===== src/rtl/arbitro_memoria_dados.sv =====
// rtl/arbitro_memoria_dados.sv - two-port data memory arbiter, 3-state access FSM
// Optional macro ARBITRO_PRIORIDADE_FIXA_EN: port 0 always wins conflicts (default: round-robin).
module arbitro_memoria_dados (
   input  logic       Clock,
   input  logic       Reset,
   input  logic       Req0,
   input  logic       Req1,
   input  logic       Esc0,
   input  logic       Esc1,
   input  logic [7:0] End0,
   input  logic [7:0] End1,
   input  logic [7:0] Dado0,
   input  logic [7:0] Dado1,
   output logic       Pronto0,
   output logic       Pronto1,
   output logic [7:0] Lido0,
   output logic [7:0] Lido1,
   output logic [7:0] EnderecoMem,
   output logic [7:0] DadoEscritoMem,
   output logic       EscMem,
   output logic       LerMem,
   input  logic [7:0] DadoLidoMem,
   output logic       Ocupado
);

   typedef enum logic [1:0] {
      OCIOSO   = 2'd0,
      ACESSO   = 2'd1,
      RESPOSTA = 2'd2
   } estado_t;

   estado_t    estado_q, estado_d;
   logic       porta_q, porta_d;
   logic       esc_q, esc_d;
   logic [7:0] end_q, end_d;
   logic [7:0] dado_q, dado_d;
   logic [7:0] lido0_q, lido0_d;
   logic [7:0] lido1_q, lido1_d;
   logic       vence;

`ifdef ARBITRO_PRIORIDADE_FIXA_EN
   always_comb begin
      vence = ~Req0;
   end
`else
   logic prio_q, prio_d;

   // prio_q names the port that wins the next simultaneous request
   always_comb begin
      vence = (Req0 && Req1) ? prio_q : Req1;
   end

   always_comb begin
      prio_d = prio_q;
      if (estado_q == OCIOSO && (Req0 || Req1)) begin
         prio_d = ~vence;
      end
   end

   always_ff @(posedge Clock) begin
      if (Reset) begin
         prio_q <= 1'b0;
      end else begin
         prio_q <= prio_d;
      end
   end
`endif

   always_comb begin
      estado_d = estado_q;
      porta_d  = porta_q;
      esc_d    = esc_q;
      end_d    = end_q;
      dado_d   = dado_q;
      lido0_d  = lido0_q;
      lido1_d  = lido1_q;
      case (estado_q)
         OCIOSO: begin
            if (Req0 || Req1) begin
               estado_d = ACESSO;
               porta_d  = vence;
               esc_d    = vence ? Esc1 : Esc0;
               end_d    = vence ? End1 : End0;
               dado_d   = vence ? Dado1 : Dado0;
            end
         end
         ACESSO: begin
            estado_d = RESPOSTA;
            if (!esc_q) begin
               if (porta_q) begin
                  lido1_d = DadoLidoMem;
               end else begin
                  lido0_d = DadoLidoMem;
               end
            end
         end
         RESPOSTA: begin
            estado_d = OCIOSO;
         end
         default: begin
            estado_d = OCIOSO;
         end
      endcase
   end

   always_ff @(posedge Clock) begin
      if (Reset) begin
         estado_q <= OCIOSO;
         porta_q  <= 1'b0;
         esc_q    <= 1'b0;
         end_q    <= 8'h00;
         dado_q   <= 8'h00;
         lido0_q  <= 8'h00;
         lido1_q  <= 8'h00;
      end else begin
         estado_q <= estado_d;
         porta_q  <= porta_d;
         esc_q    <= esc_d;
         end_q    <= end_d;
         dado_q   <= dado_d;
         lido0_q  <= lido0_d;
         lido1_q  <= lido1_d;
      end
   end

   assign EnderecoMem    = end_q;
   assign DadoEscritoMem = dado_q;
   assign EscMem         = (estado_q == ACESSO) &&  esc_q;
   assign LerMem         = (estado_q == ACESSO) && !esc_q;
   assign Pronto0        = (estado_q == RESPOSTA) && !porta_q;
   assign Pronto1        = (estado_q == RESPOSTA) &&  porta_q;
   assign Ocupado        = (estado_q != OCIOSO);
   assign Lido0          = lido0_q;
   assign Lido1          = lido1_q;

endmodule


===== config.mk =====
export PLATFORM = sky130hd
export DESIGN_NAME = arbitro_memoria_dados
export DESIGN_NICKNAME = d
export VERILOG_FILES = /design/src/rtl/arbitro_memoria_dados.sv
export SDC_FILE = /design/constraint.sdc
export NUM_CORES = 1
export LEC_CHECK = 0
export CAP_MARGIN = 20
export CORE_MARGIN = 1.5
export CORE_UTILIZATION = 44
export CTS_BUF_LIST = sky130_fd_sc_hd__clkbuf_4
export DETAILED_ROUTE_END_ITERATION = 8
export GPL_ROUTABILITY_DRIVEN = 0
export PLACE_DENSITY = 0.87
export SLEW_MARGIN = 20
export SYNTH_ARGS = -nofsm -noshare
export SYNTH_HDL_FRONTEND = slang
export SYNTH_SLANG_ARGS = --single-unit

===== constraint.sdc =====
create_clock -name Clock -period 2.65 [get_ports Clock]
set_input_delay 0.3975 -clock Clock [delete_from_list [all_inputs] [get_ports Clock]]
set_output_delay 0.3975 -clock Clock [all_outputs]
set_load 0.05 [all_outputs]

=== Word level (Yosys, flattened, before mapping) ===
Index checks and enable logic that the tools add are counted.

* Equal/unequal tests: 3
* Multiplexer cells: 6
* Reduce and logical (&&, ||, !) cells: 14
* Bitwise operators: 3

{| class="wikitable"
|+ Operators by type and width
! cell !! number
|-
| two-way mux 8 bit || 2
|-
| logical AND 1 bit || 6
|-
| AND reduction 3 bit || 2
|-
| one-hot mux 2 bit (2 select lines) || 1
|-
| NOT 1 bit || 3
|-
| equality test 2 x 1 -> 1 bit (second input constant) || 1
|-
| equality test 2 bit (second input constant) || 1
|-
| zero test 1 bit || 2
|-
| zero test 2 bit || 1
|-
| two-way mux 1 bit || 2
|-
| two-way mux 2 bit || 1
|-
| != test 2 x 1 -> 1 bit (second input constant) || 1
|-
| AND reduction 2 bit || 1
|-
| nonzero test 2 bit || 1
|-
| logical OR 1 bit || 1
|}

* Word-level logic and storage cells: 34
* Register bits: 37

=== Longest topological paths before layout ===
Gate-level depths: netlist of run 1.

* Word-level depth: 3
* Mapped depth: 6
* Gate-level depth less buffers: 4

=== Least setup slack after synthesis of run 1 ===
Ideal clock, no wire load.

* Path kind: register -> output
* From: reg estado_q[0]
* To: out LerMem
* Path slack: 664 ps
* Arrival: 1,588 ps
* Required time: 2,253 ps
* Stages on the path, launching flop included: 2
* Path buffers: 0
* Path through: dfxtp_1 > nor3b_1

* Cells in the longest elaborated chain, start to end: 2

{| class="wikitable"
|+ Ends and longest elaborated chain
! item !! RTL line !! RTL
|-
| start, declared || 32 || <nowiki>estado_t estado_q, estado_d;</nowiki>
|-
| start signal, assigned || 116 || <nowiki>estado_q <= estado_d;</nowiki>
|-
| equality test 2 x 1 -> 1 bit || 129 || <nowiki>assign LerMem = (estado_q == ACESSO) && !esc_q;</nowiki>
|-
| logical AND 1 bit || 129 ||
|-
| end, declared || 21 || <nowiki>output logic LerMem,</nowiki>
|}

Every way passes these cells.

=== Worst setup path after layout of run 1 ===
* From: reg estado_q[1]
* To: out Pronto0

* Cells in the longest elaborated chain, start to end: 2

{| class="wikitable"
|+ Ends and longest elaborated chain
! item !! RTL line !! RTL
|-
| equality test 2 bit || 130 || <nowiki>assign Pronto0 = (estado_q == RESPOSTA) && !porta_q;</nowiki>
|-
| logical AND 1 bit || 130 ||
|-
| end, declared || 14 || <nowiki>output logic Pronto0,</nowiki>
|}

Every way passes these cells.

==> metrics.md, run 1 <==
| Metric | Value |
|---|---|
| Vias | 1674 |
| Fillers | 280 |
| Slowest CP cell | clkdlybuf4s50_1 |
| First-pass GRT wire length | 7420 um |
| Max Slew Vio Count | 0 |
| Seq cells post-synth | 37 |
| DR vias/cell | 5.47 |
| Sequential share of power | 42.5% |
| Die Wd | 63.9 um |
| Antenna Cells | 0 |
| Initial antenna violation count | 0 |
| Vias in the first global route | 1614 |
| Syn Inst Count | 185 |
| Hold WS | 0.459 ns |
| Post-synth cell types | 25 |
| Synth area leader | dfxtp_1 |
| Wire per inst | 14.4 um |
| Fin Clk Skew | 0.00596 ns |
| Hold WC Path Type | reg2reg |
| Clock tree buffer depth | 2 |
| Hold_buf cts | 0 |
| Post-synth EDFFs | 0 |
| WL final | 4400 um |
| Leak Pwr | 0.861 nW |
| Iteration-0 DRC Markers | 85 |
| Final-report hold violation count | 0 |
| Worst path cell trace | nor3b_1 -> clkdlybuf4s50_1 |
| CTS root buffer | clkbuf_4 |
| # DRC | 0 |
| Startpoint Class | flip-flop |
| Switching Fraction | 33.9% |
| Mapped Area | 1630 um^2 |
| Clock sink count | 37 |
| Area contributors post-synth | dfxtp_1 45%, a311oi_1 9.7%, a21oi_1 8.3% |
| Main flop type after synthesis | dfxtp_1 |
| Fin crit share | 88.1% |
| Sequential area share after synthesis | 45.4% |
| Clk_lat worst skew | 0.35 ns |
| CTS tree | yes |
| Max_cap viols | 0 |
| Power Internal | 0.983 mW |
| Net count after synthesis | 231 |
| Max H-tree Level | 2 |
| Mean Syn Cell Area | 8.81 um^2 |
| Fmax | 429 MHz |
| DP HPWL | 3030 um |
| Row cnt | 21 |
| I/O pin count | 83 |
| Worst Path Arrival | 1.94 ns |
| Initial Util | 47.4% |
| Final setup TNS | 0 ns |
| Core area | 3440 um^2 |
| All-Layer GR Usage | 23.2% |
| Worst setup EP type | output pin |
| CP max FO | 9 |
| Unrepaired setup endpoints after global routing | false |
| Antenna Nets Post-Route | 0 |
| Clk network pwr share | 26.1% |
| Comb power frac | 31.4% |
| Synth top area share | 45.4% |
| Global route total overflow | 0 |
| Slowest stage delay, CP | 0.83 ns |
| Die area | 4080 um^2 |
| Drt pass-1 iters | 4 |
| Pwr per Cell Area | 593 nW/um^2 |
| Post-synth top cells | 37 x dfxtp_1, 27 x a21oi_1, 18 x a311oi_1, 18 x nand3_1, 18 x o21ai_0 |
| Max_slew headroom | 56.3% |
| Cts repair resizes | 0 |
| Slew @ Worst Pin | 0.656 ns |
| Area of the multi-input gates | 779 um^2 |
| Worst-path clk slew | 0.11 ns |
| Setup Viol. Count Final | 0 |
| Reg area | 741 um^2 |
| CTS buffer count | 5 |
| Port bufs | 82 |
| Post-CTS Setup Repair Bufs | 0 |
| Layout cell share with drive strength beyond 1 | 7.31% |
| Die height | 63.9 um |
| Yosys warnings | 0 |
| Nets@finish | 305 |
| Peak supply drop | 0.356 mV |
| Largest net degree at the start of global routing | 38 |
| WS Path Type | reg2out |
| Tmin final | 2.33 ns |
| Sw Pwr | 0.505 mW |
| Share of flip-flops with an asynchronous set or reset | 0% |
| Critical Path RT | 2.25 ns |
| Status | completed |
| Most common cell in the netlist | dfxtp_1 |
| Layout area overhead | 53.8% |
-- cell families (layout without fill, tap and decap cells) --
family                 Yosys count  in the layout  synth area share [%]
and+or+nand+nor                 57             57                  19.4
muxes                            8              8                  4.91
DFF                             37             37                  45.4
buffers and inverters           20             95                  6.75
AOI/OAI and AO/OA               63             63                  23.5
-- power by group through the flow --
stage,Sequential (mW),Combinational [mW],Clock [mW]
3_3_place_gp,0.643,0.463,0
3_5_place_dp,0.644,0.468,0
4_1_cts,0.633,0.469,0.391
2_1_floorplan,0.772,0.164,0
5_1_grt,0.639,0.496,0.424
6_report,0.633,0.467,0.388
-- state kept, by name (all words and copies together) (netlist names) --
name,count
estado_q,2
porta_q,1
esc_q,1
EnderecoMem,8
Lido1,8
Lido0,8
prio_q,1
DadoEscritoMem,8
-- worst paths after layout --
check / to / cells past startpoint / slack (ns) / from
hold / removal: Lido0[7]$_SDFFE_PP0P_ / 2 / 0.46 / Lido0[7]$_SDFFE_PP0P_
hold reg to reg: Lido0[7]$_SDFFE_PP0P_ / 2 / 0.46 / Lido0[7]$_SDFFE_PP0P_
setup / recovery: Pronto0 / 2 / 0.32 / estado_q[1]$_SDFFE_PP0P_
setup reg to reg: EnderecoMem[2]$_SDFFE_PP0P_ / 3 / 1.19 / prio_q$_SDFFE_PP0P_
-- placed cells by master, fill, tap and decap left out --
cell,n
nor3_1,1
nor2_2,1
nand2b_1,1
or4b_1,1
clkbuf_4,5
inv_2,1
clkdlybuf4s50_1,82
nand2_1,16
inv_1,1
buf_4,3
nand3_1,18
nor4b_4,1
a311oi_1,18
dfxtp_1,37
and2b_2,1
nor2_4,1
and3b_2,2
clkinv_1,1
clkinvlp_4,1
or2_2,1
a21oi_1,27
bufinv_16,1
mux2i_1,8
nor3b_1,3
o21ai_0,18
nor2_1,9
and4bb_2,1
-- stage by stage --
stage	utilization [%]	worst slack, ns	power [mW]	instances	area [um^2]
after floorplan	-	0.664	0.935	185	1630
after global placement	70.6	0.731	1.11	298	2430
after detailed placement	70.6	0.728	1.11	298	2430
after CTS	72.8	0.332	1.49	306	2510
after global routing	72.8	0.177	1.56	306	2510
final	72.8	0.316	1.49	306	2510
-- worst max-delay path: cells and delay by family (launching register included) --
| family | cells | cell delay, ns |
|---|---|---|
| buf+inv | 1 | 0.83 |
| simple gates | 1 | 0.23 |
| flops | 1 | 0.52 |
-- layer usage --
metal  up-vias  global-route usage [%]  wire, um
met5         -                       0         0
met4         0                    7.61        48
met3         5                    9.51       405
met2        71                    38.4      2130
met1       775                    27.2      1820
li1        823                       -         -
-- area by class of cell --
cell class,instances,area share [%]
clock buffers,5,1.50
multi-input cells,128,31.1
well taps,46,2.30
flip-flops and latches,37,29.5
repair buffers,85,33.6
inverters,2,0.299
clock inverters,3,1.65
No activity file was read; power rests on OpenSTA's default activity.
==> run 2: changes to the inputs <==
--- a/config.mk
+++ b/config.mk
@@ -6,8 +6,10 @@
 export NUM_CORES = 1
 export LEC_CHECK = 0
 export CAP_MARGIN = 20
+export CELL_PAD_IN_SITES_DETAIL_PLACEMENT = 1
+export CELL_PAD_IN_SITES_GLOBAL_PLACEMENT = 2
 export CORE_MARGIN = 1.5
-export CORE_UTILIZATION = 44
+export CORE_UTILIZATION = 24
 export CTS_BUF_LIST = sky130_fd_sc_hd__clkbuf_4
 export DETAILED_ROUTE_END_ITERATION = 8
 export GPL_ROUTABILITY_DRIVEN = 0
==> run 2 against run 1 <==
Effect of this change:
- the run now ends with design-rule violations left
- sequential cell count unchanged
- cell count up 10%
- critical path type unchanged
- setup slack better by 0.0048 ns
- highest routed layer unchanged
- count of clock-buffer cells in the layout unchanged
- critical endpoint unchanged
- wire length up 19%
- sequential share of layout area down 0.12 points
- combinational power up 1%
- clock power down 27%
- register-to-register slack worse by 0.06 ns
==> metrics.md, run 2 (synthesized netlist as in run 1, its figures left out) <==
| Metric | Value |
|---|---|
| Status | complete, but fails checks |
| Failing checks | design-rule violations |
| Unrepaired setup endpoints after global routing | false |
| CP bufs+invs | 1 |
| Startpoint Class | flip-flop |
| Wire per inst | 15.5 um |
| Layout area overhead | 54.4% |
| Initial Util | 25.2% |
| Final setup TNS | 0 ns |
| Row cnt | 29 |
| I/O pin count | 83 |
| DP HPWL | 3700 um |
| Drt pass-1 iters | 8 |
| Vias | 1681 |
| Hold_buf cts | 0 |
| Power Total | 1.39 mW |
| Max H-tree Level | 2 |
| Reg area | 741 um^2 |
| Slew @ Worst Pin | 0.730 ns |
| Top Family by Delay on Critical Path | buffers and inverters |
| Area of the multi-input gates | 779 um^2 |
| Post-place setup slack | 0.642 ns |
| Port bufs | 82 |
| Worst path cell trace | nor3b_1 -> clkdlybuf4s50_1 |
| CTS tree | yes |
| Die area | 7300 um^2 |
| Cts repair resizes | 0 |
| WS Path Type | reg2out |
| Setup Viol. Count Final | 0 |
| Final-report hold violation count | 0 |
| Core area | 6460 um^2 |
| Iteration-0 DRC Markers | 94 |
| CP Launch Point | estado_q[1]$_SDFFE_PP0P_ |
| Fin crit share | 87.9% |
| Most common cell after layout, fill and taps aside | clkdlybuf4s50_1 |
| Hold path start | Lido0[7]$_SDFFE_PP0P_ |
| Leak Pwr | 0.852 nW |
| Hold WC Path Type | reg2reg |
| Slowest stage delay, CP | 0.84 ns |
| Nets@finish | 305 |
| R2r startpoint | prio_q$_SDFFE_PP0P_ |
| Initial antenna violation count | 0 |
| CTS root buffer | clkbuf_4 |
| WL final | 5240 um |
| DR vias/cell | 4.99 |
| Fin worst setup slack | 0.321 ns |
| Layout cell share with drive strength beyond 1 | 6.92% |
| Max_slew headroom | 51.3% |
| Die Wd | 85.4 um |
| Clk_lat worst skew | 0.34 ns |
| Worst Path Arrival | 1.93 ns |
| Clock tree buffer depth | 2 |
| Most frequent cells in the layout | 82 x clkdlybuf4s50_1, 37 x dfxtp_1, 27 x a21oi_1 |
| Max Slew Vio Count | 0 |
| Vias in the first global route | 1720 |
| Worst-path clk slew | 0.11 ns |
| Largest net degree at the start of global routing | 38 |
| All-Layer GR Usage | 14.9% |
| CTS buffer count | 5 |
| Post-CTS Setup Repair Bufs | 0 |
| Max_cap viols | 0 |
| Fillers | 763 |
| Worst setup EP type | output pin |
| Tmin final | 2.33 ns |
| First-pass GRT wire length | 8670 um |
| Antenna Nets Post-Route | 0 |
| Finished Layout Cells | 337 |
| Global route total overflow | 0 |
| Peak supply drop | 0.207 mV |
| Antenna Cells | 0 |
| # DRC | 5 |
| Die height | 85.4 um |
| Pwr per Cell Area | 553 nW/um^2 |
| CP max FO | 9 |
| Placed Cells | 329 |
| Critical Path RT | 2.25 ns |
| Slowest CP cell | clkdlybuf4s50_1 |
| Fin Clk Skew | 0.00662 ns |
| Clock sink count | 37 |
| Fmax | 429 MHz |
run 2: changes by cell type in the layout (fill, tap and decap cells not counted), sizes merged:
cell      delta
clkinv       +2
bufinv       -1
clkinvlp     -1
run 2: worst paths after layout:
path | to | slack, ns | depth (start not counted)
setup / recovery | Pronto0 | 0.32 | 2
hold / removal | Lido0[7]$_SDFFE_PP0P_ | 0.46 | 2
setup reg to reg | EnderecoMem[3]$_SDFFE_PP0P_ | 1.13 | 3
hold reg to reg | Lido0[7]$_SDFFE_PP0P_ | 0.46 | 2
run 2: layout make-up:
class / instances / area share [%]
clock buffer: 5 / 1.49
clock inverter: 3 / 0.497
inverter: 2 / 0.298
multi-input combinational: 128 / 31.0
sequential: 37 / 29.4
tap: 77 / 3.83
timing repair buffer: 85 / 33.5
run 2: per-stage QoR:
step / cell area (um^2) / util, % / hold WS, ns
6_report: 2520 / 39.0 / 0.460
5_1_grt: 2520 / 39.0 / 0.483
3_3_place_gp: 2470 / 38.2 / 0.442
2_1_floorplan: 1630 / - / 0.455
3_5_place_dp: 2470 / 38.2 / 0.446
4_1_cts: 2520 / 39.0 / 0.463
run 2: per-layer routing:
| layer | vias up | share of wire (%) | wire (um) | global-route usage (%) |
|---|---|---|---|---|
| li1 | 827 | - | - | - |
| met1 | 790 | 45 | 2360 | 18.8 |
| met2 | 60 | 49 | 2570 | 24.8 |
| met3 | 4 | 5.3 | 276 | 3.99 |
| met4 | 0 | 0.57 | 30 | 4.11 |
| met5 | - | 0 | 0 | 0 |
run 2: report_power, final:
| part | leakage (nW) | internal [mW] | switching (mW) | total [mW] |
|---|---|---|---|---|
| Clock | 0.0300 | 0.0961 | 0.188 | 0.284 |
| Sequential | 0.304 | 0.601 | 0.0324 | 0.634 |
| Combinational | 0.518 | 0.187 | 0.287 | 0.474 |
run 2: worst register-to-register path, stage by stage, from the launching register on:
cell and delay (ns):
dfxtp_1 0.38, nand2b_1 0.60, nand3_1 0.18, a311oi_1 0.28
==> run 3: changes to the inputs <==
--- a/config.mk
+++ b/config.mk
@@ -9,11 +9,10 @@
 export CELL_PAD_IN_SITES_DETAIL_PLACEMENT = 1
 export CELL_PAD_IN_SITES_GLOBAL_PLACEMENT = 2
 export CORE_MARGIN = 1.5
-export CORE_UTILIZATION = 24
-export CTS_BUF_LIST = sky130_fd_sc_hd__clkbuf_4
+export CORE_UTILIZATION = 23
 export DETAILED_ROUTE_END_ITERATION = 8
 export GPL_ROUTABILITY_DRIVEN = 0
-export PLACE_DENSITY = 0.87
+export PLACE_DENSITY = 0.84
 export SLEW_MARGIN = 20
 export SYNTH_ARGS = -nofsm -noshare
 export SYNTH_HDL_FRONTEND = slang
==> run 3 against run 2 <==
Effect of this change:
- the run now ends clean
- critical endpoint unchanged
- global-route usage down 0.12 points
- wire length up 3.1%
- die area up 4.2%
- count of clock-buffer cells in the layout unchanged
- clock skew down 0.0013 ns
- total power up 21%
- non-clock buffer count unchanged
- first-iteration DRC count down 46%
- register-to-register slack better by 0.02 ns
- worst hold slack worse by 0.0027 ns
- setup slack worse by 0.011 ns
- critical path depth unchanged
==> metrics.md, run 3 (synthesized netlist as in run 1, its figures left out) <==
| Metric | Value |
|---|---|
| Met2 Track Usage GR | 24.1% |
| Slew @ Worst Pin | 0.734 ns |
| Clock sink count | 37 |
| Power Total | 1.69 mW |
| Max Slew Vio Count | 0 |
| Largest net degree at the start of global routing | 38 |
| Tmin final | 2.34 ns |
| Reg area | 741 um^2 |
| Slowest stage delay, CP | 0.86 ns |
| First-pass GRT wire length | 8540 um |
| Port bufs | 82 |
| CTS tree | yes |
| Initial Util | 23.9% |
| Fin Clk Skew | 0.00530 ns |
| Leak Pwr | 0.890 nW |
| Hold_buf cts | 0 |
| Worst setup EP type | output pin |
| DP HPWL | 3790 um |
| Drt pass-1 iters | 4 |
| Max_slew headroom | 51.0% |
| WL final | 5400 um |
| Row cnt | 30 |
| Final-report hold violation count | 0 |
| Nets@finish | 305 |
| GR peak layer | met2 |
| Antenna Nets Post-Route | 0 |
| Met3 Usage GRT | 3.22% |
| Die height | 87.2 um |
| Most common cell after layout, fill and taps aside | clkdlybuf4s50_1 |
| Fin crit share | 88.3% |
| GR Layer Usage met1 | 19.5% |
| Antenna Cells | 0 |
| Max_cap viols | 0 |
| # DRC | 0 |
| Vias | 1644 |
| Worst Path Arrival | 1.94 ns |
| Worst path cell trace | nor3b_1 -> clkdlybuf4s50_1 |
| Status | completed |
| Wire per inst | 15.2 um |
| Global route total overflow | 0 |
| Worst-path clk slew | 0.08 ns |
| Final setup TNS | 0 ns |
| Hold WC Path Type | reg2reg |
| Most frequent cells in the layout | 82 x clkdlybuf4s50_1, 37 x dfxtp_1, 27 x a21oi_1 |
| DR vias/cell | 4.62 |
| Post-CTS Setup Repair Bufs | 0 |
| Core area | 6830 um^2 |
| Cts repair resizes | 0 |
| Initial antenna violation count | 0 |
| Layout cell share with drive strength beyond 1 | 7.69% |
| Area of the multi-input gates | 779 um^2 |
| All-Layer GR Usage | 14.7% |
| Die Wd | 87.2 um |
| Fmax | 427 MHz |
| Clk_lat worst skew | 0.29 ns |
| Clock tree buffer depth | 2 |
| Vias in the first global route | 1667 |
| Peak supply drop | 0.249 mV |
| Max H-tree Level | 2 |
| Pwr per Cell Area | 643 nW/um^2 |
| WS Path Type | reg2out |
| CTS root buffer | clkbuf_8 |
| Fillers | 822 |
| Startpoint Class | flip-flop |
| Unrepaired setup endpoints after global routing | false |
| Slowest CP cell | clkdlybuf4s50_1 |
| I/O pin count | 83 |
| Iteration-0 DRC Markers | 51 |
| Layout area overhead | 61.0% |
| CP max FO | 9 |
| Die area | 7600 um^2 |
| Setup Viol. Count Final | 0 |
| Critical Path RT | 2.25 ns |
| CTS buffer count | 5 |
run 3: worst max-delay path, delay by kind of cell, from the launching register on:
kind	cells	cell delay [ns]
buffers and inverters	1	0.86
DFF	1	0.52
and+or+nand+nor	1	0.27
run 3: report_power, final:
part	internal, mW	leakage [nW]	switching, mW	total [mW]
combinational	0.187	0.518	0.286	0.473
sequential	0.601	0.304	0.0338	0.635
clock	0.374	0.0681	0.206	0.580
total	1.16	0.890	0.526	1.69
run 3: per-layer routing:
| layer | wire length [um] | vias up |
|---|---|---|
| met5 | 0 | - |
| met4 | 63 | 0 |
| met3 | 261 | 6 |
| met2 | 2520 | 57 |
| met1 | 2550 | 760 |
| li1 | - | 821 |
run 3: final cells by class:
class | count | share of cell area, %
clock buffer | 5 | 2.62
clock inverter | 3 | 2.48
inverter | 2 | 0.286
multi-input combinational | 128 | 29.7
sequential | 37 | 28.2
tap | 96 | 4.58
timing repair buffer | 85 | 32.1
run 3: final timing paths:
kind                                    end                     start  slack [ns]  cells past startpoint
max                                 Pronto0  estado_q[1]$_SDFFE_PP0P_        0.31                      2
min                   Lido0[7]$_SDFFE_PP0P_     Lido0[7]$_SDFFE_PP0P_        0.46                      2
max reg2reg  DadoEscritoMem[7]$_SDFFE_PP0P_       prio_q$_SDFFE_PP0P_        1.15                      3
min reg2reg           Lido0[7]$_SDFFE_PP0P_     Lido0[7]$_SDFFE_PP0P_        0.46                      2
run 3: through the flow:
step / cell area, um^2 / cells / util (%) / setup WS (ns) / hold WS [ns]
finish: 2630 / 356 / 38.4 / 0.310 / 0.457
global route: 2630 / 356 / 38.4 / 0.203 / 0.476
CTS: 2630 / 356 / 38.4 / 0.273 / 0.461
detailed placement: 2490 / 348 / 36.5 / 0.598 / 0.450
global placement: 2490 / 348 / 36.5 / 0.699 / 0.442
floorplan: 1630 / 185 / - / 0.664 / 0.455
